### src/rtl/tap_pkg.sv
// Shared constants and types for the byte tap reader and its ring memory.
package tap_pkg;

    localparam int DEFAULT_DEPTH = 99;
    localparam int BYTE_W        = 8;

    typedef enum logic {
        IDLE = 1'b0,
        RESP = 1'b1
    } tap_state_t;

endpackage

### src/rtl/byte_ring_mem.sv
// DEPTH x byte storage: one synchronous write port, one combinational read port, no reset.
module byte_ring_mem
    import tap_pkg::*;
#(
    parameter int DEPTH = DEFAULT_DEPTH,
    parameter int AW    = $clog2(DEPTH)
) (
    input  logic              clk,
    input  logic              i_we,
    input  logic [AW-1:0]     i_waddr,
    input  logic [BYTE_W-1:0] i_wdata,
    input  logic [AW-1:0]     i_raddr,
    output logic [BYTE_W-1:0] o_rdata
);

    logic [BYTE_W-1:0] r_mem [DEPTH];

    always_ff @(posedge clk) begin
        if (i_we) r_mem[i_waddr] <= i_wdata;
    end

    assign o_rdata = r_mem[i_raddr];

endmodule

### src/rtl/byte_tap_reader.sv
// Keeps the last DEPTH written bytes in a ring and returns the byte written k writes ago
// through a valid/ready request/response handshake.
module byte_tap_reader
    import tap_pkg::*;
#(
    parameter int DEPTH = DEFAULT_DEPTH,
    parameter int AW    = $clog2(DEPTH)
) (
    input  logic              clk,
    input  logic              rst_n,
    input  logic              wr_en,
    input  logic [BYTE_W-1:0] wr_data,
    input  logic              req_valid,
    output logic              req_ready,
    input  logic [AW-1:0]     req_tap,
    output logic              rsp_valid,
    input  logic              rsp_ready,
    output logic [BYTE_W-1:0] rsp_data,
    output logic              rsp_err,
    output logic [AW:0]       fill
);

    localparam logic [AW:0]   DEPTH_W = (AW+1)'(DEPTH);
    localparam logic [AW:0]   ONE_W   = (AW+1)'(1);
    localparam logic [AW-1:0] LAST_P  = AW'(DEPTH - 1);

    tap_state_t        r_state, w_state_nxt;
    logic [AW-1:0]     r_wr_ptr;
    logic [AW:0]       r_fill;
    logic [BYTE_W-1:0] r_rsp_data;
    logic              r_rsp_err;

    logic [AW:0]       w_ptr_ext, w_tap_ext, w_diff, w_idx;
    logic [AW-1:0]     w_raddr;
    logic [BYTE_W-1:0] w_rdata;
    logic              w_err, w_accept;

    byte_ring_mem #(.DEPTH(DEPTH), .AW(AW)) u_mem (
        .clk     (clk),
        .i_we    (wr_en),
        .i_waddr (r_wr_ptr),
        .i_wdata (wr_data),
        .i_raddr (w_raddr),
        .o_rdata (w_rdata)
    );

    // Age -> slot: step back from the write pointer, folding negative results by DEPTH.
    assign w_ptr_ext = {1'b0, r_wr_ptr};
    assign w_tap_ext = {1'b0, req_tap};
    assign w_diff    = w_ptr_ext - ONE_W - w_tap_ext;
    assign w_idx     = (w_ptr_ext > w_tap_ext) ? w_diff : w_diff + DEPTH_W;
    assign w_err     = (w_tap_ext >= r_fill) || (w_tap_ext >= DEPTH_W);
    // Out-of-range taps never reach the array with an illegal address.
    assign w_raddr   = w_err ? '0 : w_idx[AW-1:0];

    assign req_ready = (r_state == IDLE) || rsp_ready;
    assign w_accept  = req_valid && req_ready;

    always_comb begin
        w_state_nxt = r_state;
        if (w_accept)
            w_state_nxt = RESP;
        else if (r_state == RESP && rsp_ready)
            w_state_nxt = IDLE;
    end

    always_ff @(posedge clk or negedge rst_n) begin
        if (!rst_n) begin
            r_state    <= IDLE;
            r_rsp_data <= '0;
            r_rsp_err  <= 1'b0;
        end else begin
            r_state <= w_state_nxt;
            if (w_accept) begin
                r_rsp_data <= w_err ? '0 : w_rdata;
                r_rsp_err  <= w_err;
            end
        end
    end

    always_ff @(posedge clk or negedge rst_n) begin
        if (!rst_n) begin
            r_wr_ptr <= '0;
            r_fill   <= '0;
        end else if (wr_en) begin
            r_wr_ptr <= (r_wr_ptr == LAST_P) ? '0 : r_wr_ptr + AW'(1);
            if (r_fill != DEPTH_W) r_fill <= r_fill + ONE_W;
        end
    end

    assign rsp_valid = (r_state == RESP);
    assign rsp_data  = r_rsp_data;
    assign rsp_err   = r_rsp_err;
    assign fill      = r_fill;

endmodule
### config.mk
export PLATFORM = sky130hd
export DESIGN_NAME = byte_tap_reader
export DESIGN_NICKNAME = d
export VERILOG_FILES = /design/src/rtl/tap_pkg.sv /design/src/rtl/byte_ring_mem.sv /design/src/rtl/byte_tap_reader.sv
export SDC_FILE = /design/constraint.sdc
export NUM_CORES = 1
export LEC_CHECK = 0
export CAP_MARGIN = 10
export CELL_PAD_IN_SITES_DETAIL_PLACEMENT = 0
export CELL_PAD_IN_SITES_GLOBAL_PLACEMENT = 2
export CORE_MARGIN = 4
export CORE_UTILIZATION = 40
export CTS_CLUSTER_SIZE = 25
export DETAILED_ROUTE_END_ITERATION = 8
export DONT_BUFFER_PORTS = 1
export MAX_ROUTING_LAYER = met4
export PLACE_DENSITY_LB_ADDON = 0.1
export SYNTH_ARGS = -nofsm -noshare
export SYNTH_HDL_FRONTEND = slang
export SYNTH_SLANG_ARGS = --single-unit
### constraint.sdc
create_clock -name clk -period 9 [get_ports clk]
set_input_delay 2.7 -clock clk [delete_from_list [all_inputs] [get_ports clk]]
set_output_delay 2.7 -clock clk [all_outputs]
set_load 0.05 [all_outputs]
==> flow_summary.ini, run 1 <==
[worst_hold_path]
hold-path-cell-count = 4
hp-class = flip-flop to flip-flop

[synthesis]
synth_ff_type = edfxtp_1
synth_fp_nets = 2407
syn_avg_cell_area_um2 = 14.0
yosys_warnings = 0
synth-compound-area-share_pct = 10.0
ys_seq_area_share_pct = 73.5
postSynth.asyncResetShare_pct = 3.06
synth_xor_area_share_pct = 0.395
synth.cell_area_um2 = 33200
synth-adder-area-share_pct = 0.776
yosys.cell_types.count = 75
synth_seq_cells = 817
muxShareOfSynthArea_pct = 2.15
synth_cells = 2367
synth_top_family_by_area = simple AND/OR/NAND/NOR gates
yosys.area_share.simple_pct = 10.8
synth_edf_count = 792

[worst_setup_path]
critical_path.most_common_cell = a32o_1
crit_required_ns = 9.57
end_kind = flip-flop
cp_slowest_stage_delay_ns = 0.72
crit_type = primary input to flip-flop
cp.depth = 13
reg2regPathDepth = 13
critPathTopFamily = compound AO/OA/AOI/OAI gates
critical_path_buf_inv_count = 2
worst_ep_arrival_time_ns = 7.12
crit_chain = inv_1, ha_1, nand4_2, a21o_1, a221oi_2, a211o_4, buf_4, a21oi_1, a32o_1, a2111oi_0, a211oi_1, a32o_1, nand4_1
crit_path_start_kind = primary input
crit_fanout = 52
crit_slowest_cell = a211o_4

[placed_design]
post-place-ws_ns = 1.80
place_congestion = 0.884
dp_cells = 3328
place.port_buffers = 0
hpwl_um = 59600

[cts]
clk_pin_slew_ns = 0.06
cts_sinks = 817
cts_setup_buffers = 0
cts_resized = 0
cts-root-buf = clkbuf_16
h-tree-depth = 3
clock_latency_ns = 0.64
cts_buffer_depth = 3
numCtsBuffers = 89
postCtsHoldBufs = 0
cts_tree = built

[sta]
finalCriticalPeriod_ns = 6.55
setup_ws_ns = 2.45
rsz0062_at_grt = false
hold_viol_final = 0
holdWs_ns = 0.829
clock_skew_ns = 0.0191
fmax_mhz = 153
slew_headroom_pct = 14.1
slew_violations = 0
tightest_slew_ns = 1.28
period_share_pct = 72.8
finalSetupViolations = 0
fin_setup_tns_ns = 0

[floorplanning]
rows = 105
core_area_um2 = 82200
die_x_um = 296
pin_count = 39
die_area_um2 = 87700
initial_utilization_pct = 40.4
fp.dieH_um = 296

[power_and_ir_drop]
p_leak_nw = 12.1
power.total_w = 0.0133
power_density_nw_per_um2 = 358
ir_drop_mv = 0.332

[drt]
viasPerCell = 5.83
ant_nets = 0
first_pass_iters = 5
drc = 0
num_vias = 20400
drt_iter0_markers = 2273
wirelength_um = 100000
post_drt_wl_per_cell_um = 28.6

[cells_and_area]
layout-drive-gt1-share_pct = 8.49
final_common_cell = edfxtp_1
syn2layout_area_growth_pct = 11.7
layout_common_cells = 792 x edfxtp_1, 436 x nand2_1, 178 x nand3_1
num-fill-cells = 7377
nets = 2391
fin_cells = 3498

[global_route]
grt_usage_pct = 23.5
grt_pass1_wl_um = 144000
grt_pass1_vias = 19800
grt_max_degree = 124
antenna_found_initial = 3
grt_overflow_total = 0

[run]
maxCapViolations = 0

[status]
outcome = finished, final reports clean
## state kept, by name, indices dropped and copies added, names as in the netlist
| register | cells |
|---|---|
| rsp_err | 1 |
| r_wr_ptr | 7 |
| fill | 8 |
| rsp_data | 8 |
| u_mem.r_mem | 792 |
| rsp_valid | 1 |
## cell type report
cell class                      instances  area (um^2)  share of cell area, %
Multi-Input combinational cell       1377         8100                   21.8
Clock buffer                          113         2380                   6.41
Clock inverter                         53          388                   1.04
Inverter                               24         90.1                  0.243
Timing Repair Buffer                   42          405                   1.09
Tap cell                             1070         1340                   3.61
Sequential cell                       817        24400                   65.8
Antenna cell                            2         5.00                 0.0135
## worst min-delay path, cell delays in order (launching register included)
cell and delay, ns:
edfxtp_1 0.32, nor2_1 0.04, a31oi_1 0.17, a22oi_1 0.15, nand4_1 0.12
## where the power goes
group / switching, W / internal, W / total (W)
registers: 0.000257 / 0.00429 / 0.00454
clock network: 0.00150 / 0.00199 / 0.00349
logic: 0.00374 / 0.00152 / 0.00525
## cell usage after synthesis, drive strengths merged, types with 20 or more instances
library cell	count	share of area (%)
a211oi	20	0.50
a21oi	86	1.3
a221oi	95	2.5
a22oi	24	0.54
a31oi	29	0.55
buf	96	1.5
clkbuf	53	0.60
dfrtp	25	1.9
edfxtp	792	72
inv	24	0.27
mux2i	60	1.8
nand2	437	4.9
nand3	178	2.7
nand4	22	0.43
nor2	121	1.4
nor3	22	0.33
o21ai	47	0.73
## through the flow
stage	instance area, um^2	utilization [%]
5_1_grt	37100	45.1
3_5_place_dp	34300	41.7
2_1_floorplan	33200	-
6_report	37100	45.1
4_1_cts	37100	45.1
3_3_place_gp	34300	41.7
## per-layer routing
| metal | track usage [%] | up-vias | share of wire (%) |
|---|---|---|---|
| met2 | 36.3 | 647 | 47 |
| met5 | - | - | 0 |
| met3 | 5.57 | 124 | 7.1 |
| li1 | - | 9118 | - |
| met4 | 5.67 | 0 | 2.3 |
| met1 | 31.6 | 10500 | 44 |
## cells by family after synthesis
| logic type | after synthesis |
|---|---|
| buf+inv | 173 |
| compound gates | 445 |
| simple gates | 828 |
| mux | 69 |
| flops | 817 |
| xor+xnor | 15 |
| fa+ha+maj | 20 |
## final timing paths
path	from	endpoint	slack, ns
setup / recovery	req_tap[4]	rsp_data[7]$_DFFE_PN0P_	2.45
hold / removal	u_mem.r_mem[98][1]$_DFFE_PP_	rsp_data[1]$_DFFE_PN0P_	0.83
setup reg to reg	fill[2]$_DFFE_PN0P_	rsp_data[0]$_DFFE_PN0P_	3.69
hold reg to reg	u_mem.r_mem[98][1]$_DFFE_PP_	rsp_data[1]$_DFFE_PN0P_	0.83
max in group asynchronous	rst_n	rsp_data[2]$_DFFE_PN0P_	7.15
min in group asynchronous	rst_n	fill[4]$_DFFE_PN0P_	1.75
No activity file was read; power rests on OpenSTA's default activity.
==> run 2, diff against run 1 <==
==> constraint.sdc (replaced) <==
create_clock -name clk -period 5.4 [get_ports clk]
set_input_delay 1.62 -clock clk [delete_from_list [all_inputs] [get_ports clk]]
set_output_delay 1.62 -clock clk [all_outputs]
set_load 0.05 [all_outputs]
==> run 2 against run 1 <==
  * Utilization up 1.5 points
  * Sequential share of layout area down 2.1 points
  * Final cell count up 3.3%
  * Final area up 3.3%
  * Wire length down 1.4%
  * Register-to-register slack worse by 3.1 ns
  * Sequential power up 65%
  * Die area unchanged
  * Global-route usage down 0.29 points
  * Sequential cell count unchanged
  * Combinational power up 87%
  * Worst setup slack worse by 2.1 ns
  * Critical path type unchanged
  * Largest power group unchanged
==> flow_summary.ini, run 2 (synthesis gave the netlist of run 1 again) <==
[drt]
wirelength_um = 98800
dr.max_layer_used = met4
wl_met3_um = 6510
first_pass_iters = 5
route.met2.wl_um = 46400
ant_nets = 0
drc = 0
met1_length_um = 43300
viasPerCell = 5.72
num_vias = 20700
drt_iter0_markers = 2075
post_drt_wl_per_cell_um = 27.3

[run]
maxCapViolations = 0

[floorplanning]
initial_utilization_pct = 40.4
pin_count = 39
die_area_um2 = 87700
rows = 105
core_area_um2 = 82200
fp.dieH_um = 296
die_x_um = 296

[global_route]
grt_max_degree = 100
antenna_found_initial = 0
grt_overflow_total = 0
grt_pass1_wl_um = 143000
grt_pass1_vias = 20200
grt_usage_pct = 23.2

[cells_and_area]
num-fill-cells = 7310
layout-drive-gt1-share_pct = 13.2
layout_common_cells = 792 x edfxtp_1, 436 x nand2_1, 178 x nand3_1
largest_reg_flops = 792
final_common_cell = edfxtp_1
diodes = 0
syn2layout_area_growth_pct = 15.4
nets = 2510
largest-register = u_mem.r_mem
fin_area_um2 = 38300

[worst_setup_path]
crit_slowest_cell = a2111oi_0
crit_chain = inv_1, ha_1, fa_1, inv_1, ha_1, a211oi_4, buf_4, a21oi_1, buf_4, a32o_1, a2111oi_0, buf_4, a211oi_1, buf_4, a32o_1, nand4_1
crit_path_start_kind = primary input
crit_fanout = 5
end_kind = flip-flop
critical_path.most_common_cell = buf_4
crit_required_ns = 5.97
cp_slowest_stage_delay_ns = 0.66
reg2regPathDepth = 16
worst_ep_arrival_time_ns = 5.63
crit_type = primary input to flip-flop
r2r_setup_slack_ns = 0.62

[cts]
cts_setup_buffers = 0
cts_buffer_depth = 3
clk_pin_slew_ns = 0.06
cts-root-buf = clkbuf_16
cts_sinks = 817
h-tree-depth = 3
cts_tree = built
cts_resized = 0
numCtsBuffers = 89
postCtsHoldBufs = 0
clock_latency_ns = 0.64

[sta]
rsz0062_at_grt = false
finalCriticalPeriod_ns = 5.05
holdWs_ns = 0.667
fmax_mhz = 198
tightest_slew_ns = 1.27
period_share_pct = 93.6
hold_viol_final = 0
slew_violations = 0
slew_headroom_pct = 15.2
clock_skew_ns = 0.0160
fin_setup_tns_ns = 0
finalSetupViolations = 0

[power_and_ir_drop]
p_leak_nw = 12.8
power_density_nw_per_um2 = 613
ir_drop_mv = 0.360
power.total_w = 0.0235

[placed_design]
postPlaceCellArea_um2 = 35400
place.port_buffers = 0
place_congestion = 0.859
hpwl_um = 61600

[worst_hold_path]
hp-class = primary input to async pin

[status]
outcome = finished, final reports clean
run 2: cell types whose count changed in the layout (fill, tap and decap cells not counted), sizes merged:
cell	before	now
bufinv	4	12
clkbuf	113	105
clkinvlp	3	8
diode	2	0
buf	42	160
clkinv	41	36
run 2: area by class of cell:
cell class	instances	area, um^2	share of cell area, %
Clock inverter	61	701	1.83
Sequential cell	817	24400	63.6
Tap cell	1070	1340	3.49
Timing Repair Buffer	161	1430	3.74
Clock buffer	104	2280	5.95
Multi-Input combinational cell	1377	8090	21.1
Inverter	24	90.1	0.235
run 2: worst max-delay path, delay by kind of cell:
| family | cells | cell delay (ns) |
|---|---|---|
| buffers and inverters | 6 | 0.91 |
| AND/OR/NAND/NOR | 1 | 0.09 |
| AO/OA/AOI/OAI | 6 | 1.84 |
| adder cells (fa/ha/maj) | 3 | 1.15 |
run 2: path summary, 6_finish.rpt:
check / startpoint / to
worst max-delay path: req_tap[0] / rsp_data[0]$_DFFE_PN0P_
worst min-delay path: rst_n / fill[6]$_DFFE_PN0P_
worst max register to register: fill[2]$_DFFE_PN0P_ / rsp_data[0]$_DFFE_PN0P_
worst min register to register: r_wr_ptr[3]$_DFFE_PN0P_ / r_wr_ptr[3]$_DFFE_PN0P_
max in group asynchronous: rst_n / rsp_data[0]$_DFFE_PN0P_
min in group clk: r_wr_ptr[3]$_DFFE_PN0P_ / r_wr_ptr[3]$_DFFE_PN0P_
run 2: power by group:
group,internal [W],switching [W]
Combinational,0.00341,0.00643
Clock,0.00364,0.00256
Sequential,0.00715,0.000341
run 2: through the flow:
step | setup slack, ns | util (%) | std cells
floorplan | 0.730 | - | 2367
global placement | -0.268 | 43.0 | 3448
detailed placement | -0.295 | 43.0 | 3448
CTS | 0.369 | 46.6 | 3613
global route | 0.251 | 46.6 | 3614
finish | 0.345 | 46.6 | 3614
run 2: routing by layer:
layer	track usage, %	up-vias
met1	31.4	10500
met5	-	-
met4	6.60	0
met3	4.34	137
li1	-	9382
met2	36.1	623
==> run 3, diff against run 2 <==
--- a/config.mk
+++ b/config.mk
@@ -12,7 +12,6 @@
 export CORE_UTILIZATION = 40
 export CTS_CLUSTER_SIZE = 25
 export DETAILED_ROUTE_END_ITERATION = 8
-export DONT_BUFFER_PORTS = 1
 export MAX_ROUTING_LAYER = met4
 export PLACE_DENSITY_LB_ADDON = 0.1
 export SYNTH_ARGS = -nofsm -noshare
==> run 3 against run 2 <==
  * Global-route usage increased by 1.2 points
  * Via count increased by 4.8%
  * Largest cell class unchanged
  * Utilization increased by 1.7 points
  * Final area increased by 3.6%
  * Clock power decreased by 6.1%
  * Sequential cell count unchanged
  * Non-clock buffer count increased by 177
  * Largest power group unchanged
  * Combinational power increased by 15%
  * Register-to-register slack improved by 0.45 ns
  * Critical endpoint is now rsp_data[6]$_DFFE_PN0P_
==> flow_summary.ini, run 3 (synthesis gave the netlist of run 1 again) <==
[cts]
cts_resized = 0
cts-root-buf = clkbuf_16
cts_setup_buffers = 0
cts_sinks = 817
h-tree-depth = 3
clk_pin_slew_ns = 0.06
numCtsBuffers = 89
postCtsHoldBufs = 0
cts_tree = built
cts_buffer_depth = 3
clock_latency_ns = 0.64

[worst_setup_path]
crit_path_end = rsp_data[6]$_DFFE_PN0P_
cp.depth = 17
critical_path_buf_inv_count = 8
startpoint = req_tap[0]
crit_type = primary input to flip-flop
critPathTopFamily = buffers and inverters
rr_endpoint = rsp_data[6]$_DFFE_PN0P_
reg2regPathDepth = 15
cp_slowest_stage_delay_ns = 0.56
critical_path.most_common_cell = buf_4
crit_path_start_kind = primary input
r2r_setup_slack_ns = 1.07
crit_slowest_cell = fa_1
crit_required_ns = 5.89
crit_chain = clkdlybuf4s50_1, inv_1, ha_1, fa_1, inv_1, ha_1, buf_4, a211oi_4, buf_12, buf_12, buf_4, mux2i_1, buf_4, o21ai_0, a41o_1, o32ai_1, nand4_1
crit_fanout = 38
end_kind = flip-flop
worst_ep_arrival_time_ns = 5.78
reg2reg_from = r_wr_ptr[0]$_DFFE_PN0P_

[drt]
wirelength_um = 104000
drt_iter0_markers = 1930
ant_nets = 0
num_vias = 21700
viasPerCell = 5.72
first_pass_iters = 7
post_drt_wl_per_cell_um = 27.4
drc = 0

[sta]
slew_violations = 0
slew_headroom_pct = 14.9
tightest_slew_ns = 1.27
finalSetupViolations = 0
clock_skew_ns = 0.0193
fmax_mhz = 189
fin_setup_tns_ns = 0
rsz0062_at_grt = false
hold_viol_final = 0
finalCriticalPeriod_ns = 5.29
period_share_pct = 98.0

[floorplanning]
initial_utilization_pct = 40.4
die_x_um = 296
pin_count = 39
die_area_um2 = 87700
fp.dieH_um = 296
rows = 105
core_area_um2 = 82200

[global_route]
grt_max_degree = 82
grt_usage_pct = 24.4
grt_pass1_wl_um = 150000
grt_pass1_vias = 21300
grt_overflow_total = 0
antenna_found_initial = 1

[placed_design]
hpwl_um = 67800
postPlaceCellArea_um2 = 37000
place_congestion = 0.889
place.port_buffers = 38

[cells_and_area]
nets = 2687
largest_reg_flops = 792
largest-register = u_mem.r_mem
layout_common_cells = 792 x edfxtp_1, 436 x nand2_1, 275 x buf_4
final_common_cell = edfxtp_1
num-fill-cells = 7201
layout-drive-gt1-share_pct = 17.9
fin_area_um2 = 39700
syn2layout_area_growth_pct = 19.6

[status]
outcome = finished, final reports clean

[power_and_ir_drop]
power.total_w = 0.0245
power_density_nw_per_um2 = 616
ir_drop_mv = 0.360
p_leak_nw = 13.7

[run]
maxCapViolations = 0

[worst_hold_path]
hold-path-cell-count = 1
hp-class = flip-flop to flip-flop
==> run 3: changes by cell type in the layout (fill, tap and decap cells not counted), moves of 3 or more <==
cell,before,now
inv_16,4,1
clkinv_1,15,11
clkbuf_1,15,19
buf_12,18,33
inv_6,1,6
clkinv_4,2,7
bufinv_16,12,4
buf_4,142,275
clkdlybuf4s50_1,0,30
==> run 3: where the power goes <==
part           switching (W)  internal, W  leakage (nW)  total [W]
logic                0.00703      0.00430          4.88     0.0113
registers           0.000188      0.00715          7.43    0.00734
clock network        0.00254      0.00328          1.35    0.00582
total                0.00976       0.0147          13.7     0.0245
==> run 3: how the worst min path moves through the flow <==
stage                                      start                       to  slack, ns
global placement             fill[4]$_DFFE_PN0P_      fill[4]$_DFFE_PN0P_       0.52
finish                       fill[4]$_DFFE_PN0P_      fill[4]$_DFFE_PN0P_       0.54
CTS                          fill[4]$_DFFE_PN0P_      fill[4]$_DFFE_PN0P_       0.55
global route                 fill[5]$_DFFE_PN0P_      fill[5]$_DFFE_PN0P_       0.56
floorplan           u_mem.r_mem[98][3]$_DFFE_PP_  rsp_data[3]$_DFFE_PN0P_       0.63
detailed placement           rsp_err$_DFFE_PN0P_      rsp_err$_DFFE_PN0P_       0.52
==> run 3: final cells by class <==
type	count	area [um^2]	area share, %
diodes	1	2.50	0.00630
clock buffers	110	2330	5.85
clock inverters	55	443	1.11
inverters	24	90.1	0.227
multi-input cells	1377	8110	20.4
flip-flops and latches	817	24400	61.4
well taps	1070	1340	3.37
repair buffers	338	3030	7.61
==> run 3: worst register-to-register path, stage by stage, from the launching register on <==
cell and delay, ns:
dfrtp_1 0.53, ha_1 0.28, fa_1 0.56, inv_1 0.09, ha_1 0.34, buf_4 0.17
a211oi_4 0.24, buf_12 0.19, buf_12 0.24, buf_4 0.27, mux2i_1 0.31, buf_4 0.16
o21ai_0 0.06, a41o_1 0.28, o32ai_1 0.32, nand4_1 0.15
==> run 3: layer usage <==
layer	GRT usage [%]	part of all wire, %	up-vias
li1	-	-	9726
met1	33.7	44	11000
met2	38.0	47	744
met3	3.67	5.9	177
met4	6.82	2.9	0
met5	-	0	-
==> run 3: per-stage QoR <==
stage	utilization, %	worst slack (ns)	std cells	hold WS, ns
after CTS	48.3	0.174	3791	0.549
after floorplan	-	0.730	2367	0.630
after global routing	48.3	0.0133	3791	0.559
after global placement	44.9	-0.488	3626	0.525
final	48.3	0.110	3792	0.538
after detailed placement	44.9	-0.510	3626	0.519
